[src/rtl/fb_pkg.sv]
// Shared framebuffer definitions: geometry, address width, fill FSM states, pixel type.
package fb_pkg;

  localparam int FB_W      = 160;
  localparam int FB_H      = 120;
  localparam int FB_ADDR_W = 17;

  typedef enum logic [1:0] {
    IDLE = 2'd0,
    CLIP = 2'd1,
    FILL = 2'd2,
    FIN  = 2'd3
  } FILL_STATE_T;

  typedef logic [15:0] rgb565_t;

  // Row start address y*FB_W built from shifts (160 = 128 + 32).
  function automatic logic [FB_ADDR_W-1:0] row_addr(input logic [6:0] y);
    logic [FB_ADDR_W-1:0] y_ext;
    y_ext    = {{(FB_ADDR_W-7){1'b0}}, y};
    row_addr = (y_ext << 7) + (y_ext << 5);
  endfunction

endpackage

[src/rtl/fb_write_arbiter.sv]
// Registered 2:1 write-port mux; MCU writes win and stall the fill engine for that cycle.
module fb_write_arbiter
  import fb_pkg::*;
(
  input  logic                 CLK_50MHz,
  input  logic                 RESET,
  input  logic [FB_ADDR_W-1:0] cpu_wa,
  input  rgb565_t              cpu_wd,
  input  logic                 cpu_we,
  input  logic                 fill_req,
  input  logic [FB_ADDR_W-1:0] fill_wa,
  input  rgb565_t              fill_wd,
  output logic                 fill_stall,
  output logic [FB_ADDR_W-1:0] wa,
  output rgb565_t              wd,
  output logic                 we
);

  logic [FB_ADDR_W-1:0] wa_reg;
  rgb565_t              wd_reg;
  logic                 we_reg;

  // The engine only needs to know the port is taken this cycle.
  assign fill_stall = cpu_we;

  // Register the winning write; address/data hold when nobody writes.
  always_ff @(posedge CLK_50MHz) begin
    if (RESET) begin
      wa_reg <= '0;
      wd_reg <= '0;
      we_reg <= 1'b0;
    end else begin
      we_reg <= cpu_we | fill_req;
      if (cpu_we) begin
        wa_reg <= cpu_wa;
        wd_reg <= cpu_wd;
      end else if (fill_req) begin
        wa_reg <= fill_wa;
        wd_reg <= fill_wd;
      end
    end
  end

  assign wa = wa_reg;
  assign wd = wd_reg;
  assign we = we_reg;

endmodule

[src/rtl/fb_rect_fill.sv]
// Solid rectangle fill engine with clipping, merged with MCU pixel writes.
module fb_rect_fill
  import fb_pkg::*;
(
  input  logic                 CLK_50MHz,
  input  logic                 RESET,
  input  logic [7:0]           X,
  input  logic [6:0]           Y,
  input  logic [7:0]           W,
  input  logic [6:0]           H,
  input  rgb565_t              COLOR,
  input  logic                 START,
  input  logic [FB_ADDR_W-1:0] CPU_WA,
  input  rgb565_t              CPU_WD,
  input  logic                 CPU_WE,
  output logic                 BUSY,
  output logic                 DONE,
  output logic [FB_ADDR_W-1:0] WA,
  output rgb565_t              WD,
  output logic                 WE
);

  FILL_STATE_T          state_reg, state_next;
  logic [7:0]           x_reg, w_reg, x_end_reg, cur_x_reg;
  logic [6:0]           y_reg, h_reg, y_end_reg, cur_y_reg;
  rgb565_t              color_reg;
  logic [FB_ADDR_W-1:0] row_base_reg;
  logic                 empty_reg;

  logic                 fill_stall, fill_req, last_pix, cmd_empty;
  logic [8:0]           x_sum;
  logic [7:0]           y_sum;
  logic [7:0]           x_end_next;
  logic [6:0]           y_end_next;
  logic [FB_ADDR_W-1:0] fill_wa;

  // Clipping arithmetic on the latched command.
  assign cmd_empty  = (x_reg >= 8'(FB_W)) || (y_reg >= 7'(FB_H)) || (w_reg == 8'd0) || (h_reg == 7'd0);
  assign x_sum      = {1'b0, x_reg} + {1'b0, w_reg};
  assign y_sum      = {1'b0, y_reg} + {1'b0, h_reg};
  assign x_end_next = (x_sum > 9'(FB_W)) ? 8'(FB_W - 1) : 8'(x_sum - 9'd1);
  assign y_end_next = (y_sum > 8'(FB_H)) ? 7'(FB_H - 1) : 7'(y_sum - 8'd1);
  assign last_pix   = (cur_x_reg == x_end_reg) && (cur_y_reg == y_end_reg);
  assign fill_wa    = row_base_reg + {{(FB_ADDR_W-8){1'b0}}, cur_x_reg};

  // State register.
  always_ff @(posedge CLK_50MHz) begin
    if (RESET) state_reg <= IDLE;
    else       state_reg <= state_next;
  end

  // Next-state logic; the empty verdict registered in CLIP retires the command from FILL with no writes.
  always_comb begin
    state_next = state_reg;
    case (state_reg)
      IDLE: if (START) state_next = CLIP;
      CLIP: state_next = FILL;
      FILL: if (empty_reg || (!fill_stall && last_pix)) state_next = FIN;
      FIN:  state_next = IDLE;
      default: state_next = IDLE;
    endcase
  end

  // Status and fill-request outputs decoded from the state.
  always_comb begin
    BUSY     = 1'b0;
    DONE     = 1'b0;
    fill_req = 1'b0;
    case (state_reg)
      CLIP: BUSY = 1'b1;
      FILL: begin
        BUSY     = 1'b1;
        fill_req = !empty_reg;
      end
      FIN:  DONE = 1'b1;
      default: ;
    endcase
  end

  // Command latch, clip setup and raster counters; counters hold while the MCU owns the port.
  always_ff @(posedge CLK_50MHz) begin
    if (RESET) begin
      x_reg        <= '0;
      y_reg        <= '0;
      w_reg        <= '0;
      h_reg        <= '0;
      color_reg    <= '0;
      x_end_reg    <= '0;
      y_end_reg    <= '0;
      cur_x_reg    <= '0;
      cur_y_reg    <= '0;
      row_base_reg <= '0;
      empty_reg    <= 1'b0;
    end else begin
      case (state_reg)
        IDLE: if (START) begin
          x_reg     <= X;
          y_reg     <= Y;
          w_reg     <= W;
          h_reg     <= H;
          color_reg <= COLOR;
        end
        CLIP: begin
          empty_reg    <= cmd_empty;
          x_end_reg    <= x_end_next;
          y_end_reg    <= y_end_next;
          cur_x_reg    <= x_reg;
          cur_y_reg    <= y_reg;
          row_base_reg <= row_addr(y_reg);
        end
        FILL: if (fill_req && !fill_stall) begin
          if (cur_x_reg == x_end_reg) begin
            cur_x_reg    <= x_reg;
            cur_y_reg    <= cur_y_reg + 7'd1;
            row_base_reg <= row_base_reg + FB_ADDR_W'(FB_W);
          end else begin
            cur_x_reg <= cur_x_reg + 8'd1;
          end
        end
        default: ;
      endcase
    end
  end

  fb_write_arbiter u_arb (
    .CLK_50MHz  (CLK_50MHz),
    .RESET      (RESET),
    .cpu_wa     (CPU_WA),
    .cpu_wd     (CPU_WD),
    .cpu_we     (CPU_WE),
    .fill_req   (fill_req),
    .fill_wa    (fill_wa),
    .fill_wd    (color_reg),
    .fill_stall (fill_stall),
    .wa         (WA),
    .wd         (WD),
    .we         (WE)
  );

endmodule
[config.mk]
export PLATFORM = sky130hd
export DESIGN_NAME = fb_rect_fill
export DESIGN_NICKNAME = d
export VERILOG_FILES = /design/src/rtl/fb_pkg.sv /design/src/rtl/fb_write_arbiter.sv /design/src/rtl/fb_rect_fill.sv
export SDC_FILE = /design/constraint.sdc
export NUM_CORES = 1
export LEC_CHECK = 0
export ABC_AREA = 1
export CAP_MARGIN = 20
export CORE_MARGIN = 1.5
export CORE_UTILIZATION = 67
export DETAILED_ROUTE_END_ITERATION = 7
export DONT_BUFFER_PORTS = 1
export PLACE_DENSITY_LB_ADDON = 0.25
export SYNTH_ARGS = -nofsm -noshare
export SYNTH_HDL_FRONTEND = slang
export SYNTH_SLANG_ARGS = --single-unit
[constraint.sdc]
create_clock -name CLK_50MHz -period 5.55 [get_ports CLK_50MHz]
set_clock_uncertainty 0.2 [all_clocks]
set_input_delay 1.11 -clock CLK_50MHz [delete_from_list [all_inputs] [get_ports CLK_50MHz]]
set_output_delay 1.11 -clock CLK_50MHz [all_outputs]
set_load 0.005 [all_outputs]
==> results of run 1 <==
cell usage in the layout (no fill, tap or decap), types with 5 or more instances in the layout:
| cell type | count |
|---|---|
| xor2_1 | 18 |
| o21ai_0 | 116 |
| ha_1 | 36 |
| inv_6 | 5 |
| a21oi_1 | 70 |
| a31oi_1 | 28 |
| xnor2_1 | 7 |
| nor2_1 | 143 |
| nor3_1 | 5 |
| clkbuf_16 | 16 |
| nand4_1 | 12 |
| nand3_1 | 49 |
| nand2_1 | 264 |
| inv_1 | 109 |
| inv_2 | 5 |
| dfxtp_1 | 125 |
final cells by class:
type / instances / area [um^2]
clock buffers: 18 / 428
clock inverters: 14 / 148
fillers: 823 / 2620
inverters: 115 / 433
multi-input cells: 790 / 3990
flip-flops and latches: 125 / 2500
well taps: 136 / 170
repair buffers: 3 / 35.0
report_power, final:
group          leakage, nW  internal (mW)  switching [mW]
clock network        0.275          0.623           0.455
registers             1.03           1.15           0.254
logic                 2.18          0.628            1.17
total                 3.48           2.40            1.88
worst max-delay path: cells and delay by family, from the launching register on:
kind	cells	cell delay, ps
adder cells (fa/ha/maj)	1	480
AND/OR/NAND/NOR	7	1330
flip-flops	1	330
buffers and inverters	3	740
cells by family after synthesis:
family                   after synthesis
adder cells (fa/ha/maj)               39
XOR/XNOR                              25
flip-flops                           125
buffers and inverters                161
AO/OA/AOI/OAI                        231
other                                  1
AND/OR/NAND/NOR                      494
routing by layer:
metal  share of wire  wire [um]
met5               0          0
met4           0.024        418
met1            0.41       7350
met3           0.071       1270
met2            0.49       8730
worst paths after layout:
check,start,end,slack (ps),depth (start not counted)
max,state_reg[0]$_SDFFE_PP0P_,row_base_reg[14]$_SDFFE_PP0P_,2350,11
max reg2reg,state_reg[0]$_SDFFE_PP0P_,row_base_reg[14]$_SDFFE_PP0P_,2350,11
min reg2reg,color_reg[7]$_SDFFE_PP0P_,u_arb.wd[7]$_SDFFE_PP0P_,270,2
min,color_reg[7]$_SDFFE_PP0P_,u_arb.wd[7]$_SDFFE_PP0P_,270,2
==> results.toml, run 1 <==
[status]
outcome = "complete, no violations"

[synth]
synth_ff_type = "dfxtp_1"
synth-xor-area-share = 0.0307
synth_largest_area_cell = "dfxtp_1"
netlist_top_cells_count = "265 x nand2_1, 144 x nor2_1, 125 x dfxtp_1, 116 x o21ai_0, 109 x inv_1"
synth_top_area_frac = 0.351
syn-num-nets = 1198
syn_area_um2 = 7120
avgSynthCellArea_um2 = 6.62
yosys_register_bits = 125
synth_edf_count = 0
synth_adder_area_share = 0.0717
synth.most_common_cell = "nand2_1"
postSynthCellCount = 1076
yosys.area_share.simple = 0.284
synth_seq_area_share = 0.351
synth_top_family_by_area = "simple AND/OR/NAND/NOR gates"
synth_mux_area_frac = 0
ys_types = 39
yosys_warnings = 0
async_flop_share = 0
synth-compound-area-share = 0.173
synth_area_leaders = "dfxtp_1 35%, nand2_1 14%, o21ai_0 8.1%"

[sta]
worst_pin_slew_ps = 1010
hold_viol = 0
clock.fmax_mhz = 313
timing.final.max_slew_violations = 0
report.final.setup_viol = 0
period_share = 0.577
worst_slack_ps = 2350
setup_tns_ps = 0
slew_headroom = 0.326
rsz0062_at_grt = "no"
hold-worst-slack_ps = 266
fin_crit_ps = 3200

[worst_hold_path]
min-delay-path-class = "register to register"

[clocking]
cts_buffer_depth = 2
cts_setup_buffers = 0
cts_max_level = 4
hold_buffers = 0
numCtsBuffers = 17
cts_resized = 0
cts_tree = "yes"
clk_latency_ps = 530
root_buffer = "clkbuf_8"
cts_sinks = 125
path_clk_slew_ps = 70

[placement]
port_buffers = 0
place_congestion = 0.944
dp_slack_ps = 2460
place_area_um2 = 7110
dp_cells = 1168
post-dp-hpwl_um = 12300

[detailed_routing]
wire_per_inst_um = 14.8
drt_wl_total_um = 17800
via_count = 6926
drtIter0Drc = 481
drc = 0
firstDrtPassIters = 5
viasPerCell = 5.77
antenna_left = 0

[global_routing]
gr-usage-met1 = 0.390
grt_overflow_total = 0
grt_pass1_vias = 6322
met3_usage = 0.0662
grt_usage = 0.320
antenna_found_initial = 0
top_usage_layer = "met2"
grt_pass1_wl_um = 29000
grt_use_met2 = 0.550
grt_max_degree = 83

[setup_path]
cp-start-kind = "register"
cp_max_fo = 26
crit_path_max_incr_delay_ps = 480
crit_chain = "inv_1 -> ha_1 -> inv_2 -> nor2_2 -> nand2_1 -> nand2_1 -> nand2_4 -> clkinv_2 -> nand2_1 -> nor2_1 -> nor2_1"
critPathKind = "register to register"
path_common_cell = "nand2_1"
required_ps = 5770
cp-end-kind = "register"
crit_arrival_ps = 3420
cpMaxStageDelayCell = "ha_1"

[floorplan]
die_area_um2 = 11300
die_y_um = 106
core_um2 = 10300
initial_core_util = 0.690
die_w_um = 106
io_pins = 119
row_count = 37

[power_and_ir_drop]
p_leak_nw = 3.48
power_mw = 4.28
ir_drop_v = 0.000341
power_density_nw_per_um2 = 555

[finish]
nets = 1174
area_delta_synth_final_pct = 8.20
drive_above_1_share = 0.0535
final_util = 0.747
antennaDiodeCount = 0
final_cell_count_no_fill = 1201
finalInstanceArea_um2 = 7710
largest_register_ffs = 17

[run]
cap_violations = 0
Note: power is estimated with default switching activity, not from simulation.
==> run 2, diff against run 1 <==
CORE_UTILIZATION = 58   (was 67)
clock period = 2.9 ns   (was 5.55 ns; I/O delays follow)
==> run 2 against run 1 <==
Net effect:
- via count fell by 3.7%
- clock power increased by 100%
- sequential share of layout area is 0.38 points lower
- clock-buffer cell count is 1 higher
- critical path type unchanged
- largest cell class unchanged
==> results.toml, run 2 (synthesis gave the netlist of run 1 again) <==
[status]
outcome = "complete, no violations"

[sta]
report.final.setup_viol = 0
timing.final.max_slew_violations = 0
slew_headroom = 0.552
clock.fmax_mhz = 405
period_share = 0.852
setup_tns_ps = 0
hold_viol = 0
fin_crit_ps = 2470
worst_pin_slew_ps = 672
rsz0062_at_grt = "no"

[global_routing]
grt_pass1_vias = 6182
grt_overflow_total = 0
top_usage_layer = "met2"
grt_pass1_wl_um = 28500
antenna_found_initial = 0
grt_use_met2 = 0.474
gr-usage-met1 = 0.340
grt_max_degree = 49
met3_usage = 0.0664
grt_usage = 0.276

[placement]
place_area_um2 = 7190
port_buffers = 0
post-dp-hpwl_um = 12400
place_congestion = 0.888

[detailed_routing]
drt_wl_total_um = 17400
drtIter0Drc = 419
firstDrtPassIters = 5
drc = 0
wire_per_inst_um = 14.3
via_count = 6669
viasPerCell = 5.47
antenna_left = 0

[setup_path]
cp_max_fo = 5
cp-start-kind = "register"
crit_arrival_ps = 2590
required_ps = 3020
critPathKind = "register to register"
cp-end-kind = "register"
r2r_cells = 13

[finish]
antennaDiodeCount = 0
final_util = 0.649
layout_commonest_cell = "nand2_1"
finalInstanceArea_um2 = 7800
largest_register_ffs = 17
area_delta_synth_final_pct = 9.47
layout_common_cells = "264 x nand2_1, 143 x nor2_1, 125 x dfxtp_1"
drive_above_1_share = 0.0588
nets = 1182

[floorplan]
core_um2 = 12000
row_count = 40
io_pins = 119
die_area_um2 = 13000
initial_core_util = 0.593
die_y_um = 114
die_w_um = 114

[power_and_ir_drop]
p_leak_nw = 3.53
swShare = 0.420
power_frac_seq = 0.323
switching_power_mw = 3.49
power_density_nw_per_um2 = 1060
ir_drop_v = 0.000665
p_clk_frac = 0.265
p_int_mw = 4.82
p_comb_frac = 0.412

[clocking]
cts_setup_buffers = 0
cts_sinks = 125
clk_latency_ps = 430
numCtsBuffers = 17
path_clk_slew_ps = 60
cts_resized = 0
cts_max_level = 4
cts_buffer_depth = 2
hold_buffers = 0
cts_tree = "yes"
root_buffer = "clkbuf_16"

[worst_hold_path]
hold_depth = 1
min-delay-path-class = "input pin to register"

[run]
cap_violations = 0
run 2: cell types whose count changed in the layout (fill, tap and decap cells not counted):
cell / delta
clkbuf_16: +1
bufinv_16: +2
buf_12: -1
inv_6: -2
clkbuf_1: +1
inv_8: -3
buf_4: +9
clkbuf_8: -1
clkinv_2: +1
run 2: critical path, cell delays in order (launching register included):
cell	delay [ps]
dfxtp_1	350
ha_1	250
inv_1	80
fa_1	530
ha_1	160
inv_1	40
nor2_1	100
nand3_1	90
nand2_1	70
nand2_1	50
nand2_1	110
nand2_1	120
o21ai_0	170
inv_1	50
run 2: layout make-up:
cell class	count	area, um^2
fillers	1088	4210
clock buffers	19	443
well taps	147	184
flip-flops and latches	125	2500
inverters	115	433
multi-input cells	790	3990
clock inverters	12	161
repair buffers	11	82.6
run 2: power by group through the flow:
stage	clock network (mW)	registers, mW	logic [mW]
2_1_floorplan	0	2.54	2.80
3_3_place_gp	0	2.70	3.32
3_5_place_dp	0	2.72	3.36
4_1_cts	2.22	2.69	3.40
5_1_grt	2.29	2.74	3.95
6_report	2.20	2.68	3.42
run 2: worst paths after layout:
kind                               end  slack [ps]                      start
max reg2reg  x_end_reg[4]$_SDFFE_PP0P_         430      x_reg[0]$_SDFFE_PP0P_
max          x_end_reg[4]$_SDFFE_PP0P_         430      x_reg[0]$_SDFFE_PP0P_
min          cur_y_reg[6]$_SDFFE_PP0P_          40                      RESET
min reg2reg   u_arb.wd[3]$_SDFFE_PP0P_         270  color_reg[3]$_SDFFE_PP0P_
run 2: through the flow:
| step | setup slack [ps] | instances | hold slack, ps | total power [mW] |
|---|---|---|---|---|
| 2_1_floorplan | 686 | 1076 | 247 | 5.33 |
| 3_3_place_gp | 515 | 1188 | 253 | 6.02 |
| 3_5_place_dp | 464 | 1188 | 257 | 6.08 |
| 4_1_cts | 427 | 1219 | 20.9 | 8.30 |
| 5_1_grt | 175 | 1219 | 22.2 | 8.99 |
| 6_report | 428 | 1219 | 39.1 | 8.30 |
run 2: metal layers:
metal,part of all wire,routed length [um]
met1,0.44,7720
met2,0.49,8530
met3,0.053,918
met4,0.015,258
met5,0,0
==> run 3, diff against run 2 <==
clock period = 2.15 ns   (was 2.9 ns; I/O delays follow)
==> run 3 against run 2 <==
Net effect:
- routed wire length is 24% higher
- clock-buffer cell count is 1 lower
- the flow now finishes with violations (negative setup slack)
- via count is 14% higher
- largest power group unchanged
==> results.toml, run 3 (synthesis gave the netlist of run 1 again) <==
[status]
outcome = "complete, but fails checks"
violations = "negative setup slack"

[power_and_ir_drop]
ir_drop_v = 0.000961
p_int_mw = 7.01
p_comb_frac = 0.488
switching_power_mw = 5.42
power_density_nw_per_um2 = 1370
swShare = 0.436
p_clk_frac = 0.223
p_leak_nw = 4.05
power_frac_seq = 0.289

[floorplan]
die_area_um2 = 13000
core_um2 = 12000
die_y_um = 114
initial_core_util = 0.593
die_w_um = 114
row_count = 40
io_pins = 119

[clocking]
numCtsBuffers = 17
cts_max_level = 4
cts_tree = "yes"
cts_buffer_depth = 2
root_buffer = "clkbuf_16"
clk_latency_ps = 430
path_clk_slew_ps = 60
cts_sinks = 125

[global_routing]
grt_overflow_total = 0
antenna_found_initial = 0
grt_max_degree = 63
grt_pass1_wl_um = 33400
grt_usage = 0.325
grt_pass1_vias = 7184

[setup_path]
cp-start-kind = "register"
cp_max_fo = 5
rrSetupSlack_ps = -90
cp-end-kind = "register"
critPathKind = "register to register"
required_ps = 2260
crit_arrival_ps = 2360

[run]
cap_violations = 0

[sta]
worst_slack_ps = -92.0
slew_headroom = 0.539
period_share = 1.04
hold_viol = 0
fin_crit_ps = 2240
rsz0062_at_grt = "yes"
timing.final.max_slew_violations = 0
report.final.setup_viol = 12
setup_tns_ps = -669
worst_pin_slew_ps = 689
clock.fmax_mhz = 446
hold-worst-slack_ps = 9.09

[placement]
post-dp-hpwl_um = 12900
port_buffers = 0
place_congestion = 0.839

[detailed_routing]
firstDrtPassIters = 5
wire_per_inst_um = 16.1
drtIter0Drc = 645
via_count = 7636
antenna_left = 0
drt_wl_total_um = 21600
drc = 0
viasPerCell = 5.71

[finish]
layout_common_cells = "254 x nand2_1, 135 x nor2_1, 119 x dfxtp_1"
layout_commonest_cell = "nand2_1"
drive_above_1_share = 0.142
nets = 1298
area_delta_synth_final_pct = 27.8
largest_register_ffs = 17

[worst_hold_path]
min-delay-path-class = "input pin to register"
-- run 3: cell types whose count changed in the layout (fill, tap and decap cells not counted), moves of 7 or more --
cell           before  now
ha_1               36   29
inv_2               5   12
nand2_2             3   10
nor2_1            143  135
inv_1             109  102
o21ai_0           116  107
dlygate4sd3_1       0   67
nand2_1           264  254
buf_4              11   53
-- run 3: what timing repair did --
action                     in CTS  in global routing
gates cloned                    0                  0
hold endpoints to repair       75                  1
pin swaps                      20                 17
buffers inserted                3                 11
gates resized for setup        21                 45
hold buffers                   67                  1
setup endpoints to repair      16                 29
-- run 3: stage by stage --
| step | worst slack, ps | std cells | power (mW) | cell area, um^2 | util |
|---|---|---|---|---|---|
| 2_1_floorplan | -2.86 | 1076 | 7.25 | 7150 | - |
| 3_3_place_gp | -78.1 | 1223 | 8.57 | 7520 | 0.626 |
| 3_5_place_dp | -145 | 1223 | 8.68 | 7520 | 0.626 |
| 4_1_cts | -55.9 | 1325 | 11.7 | 8860 | 0.737 |
| 5_1_grt | -231 | 1336 | 13.3 | 9100 | 0.758 |
| 6_report | -92.0 | 1337 | 12.4 | 9100 | 0.758 |
-- run 3: critical path, stage by stage (launching register included) --
cell     delay (ps)
dfxtp_2         350
ha_4            140
inv_2            30
fa_2            550
ha_2            180
inv_2            30
nor2_2           80
nand3_1          90
nand2_1          60
nand2_1          60
nand2_2         100
nand2_4          80
o21ai_1         130
inv_1            50
-- run 3: worst paths after layout --
check,startpoint,to,cells past startpoint
worst max register to register,x_reg[0]$_SDFFE_PP0P_,x_end_reg[3]$_SDFFE_PP0P_,13
worst min-delay path,START,state_reg[0]$_SDFFE_PP0P_,3
worst min register to register,h_reg[3]$_SDFFE_PP0P_,h_reg[3]$_SDFFE_PP0P_,2
worst max-delay path,x_reg[0]$_SDFFE_PP0P_,x_end_reg[3]$_SDFFE_PP0P_,13
-- run 3: power by group through the flow --
stage	clock network, mW	logic, mW	registers [mW]
2_1_floorplan	0	3.82	3.43
6_report	2.78	6.06	3.59
3_3_place_gp	0	5.01	3.56
5_1_grt	2.87	6.77	3.64
3_5_place_dp	0	5.11	3.57
4_1_cts	2.76	5.39	3.54
-- run 3: area by class of cell --
cell class,instances,area [um^2]
clock inverter,14,131
multi-input combinational,790,4230
inverter,115,434
sequential,125,2510
fill,818,2910
clock buffer,18,429
tap,147,184
timing repair buffer,127,1180
antenna,1,2.50
-- run 3: per-layer routing --
metal | global-route usage | wire, um | vias up
li1 | - | - | 3701
met1 | 0.375 | 8440 | 3490
met2 | 0.559 | 10600 | 348
met3 | 0.0749 | 1480 | 97
met4 | 0.173 | 1030 | 0
met5 | 0 | 0 | -
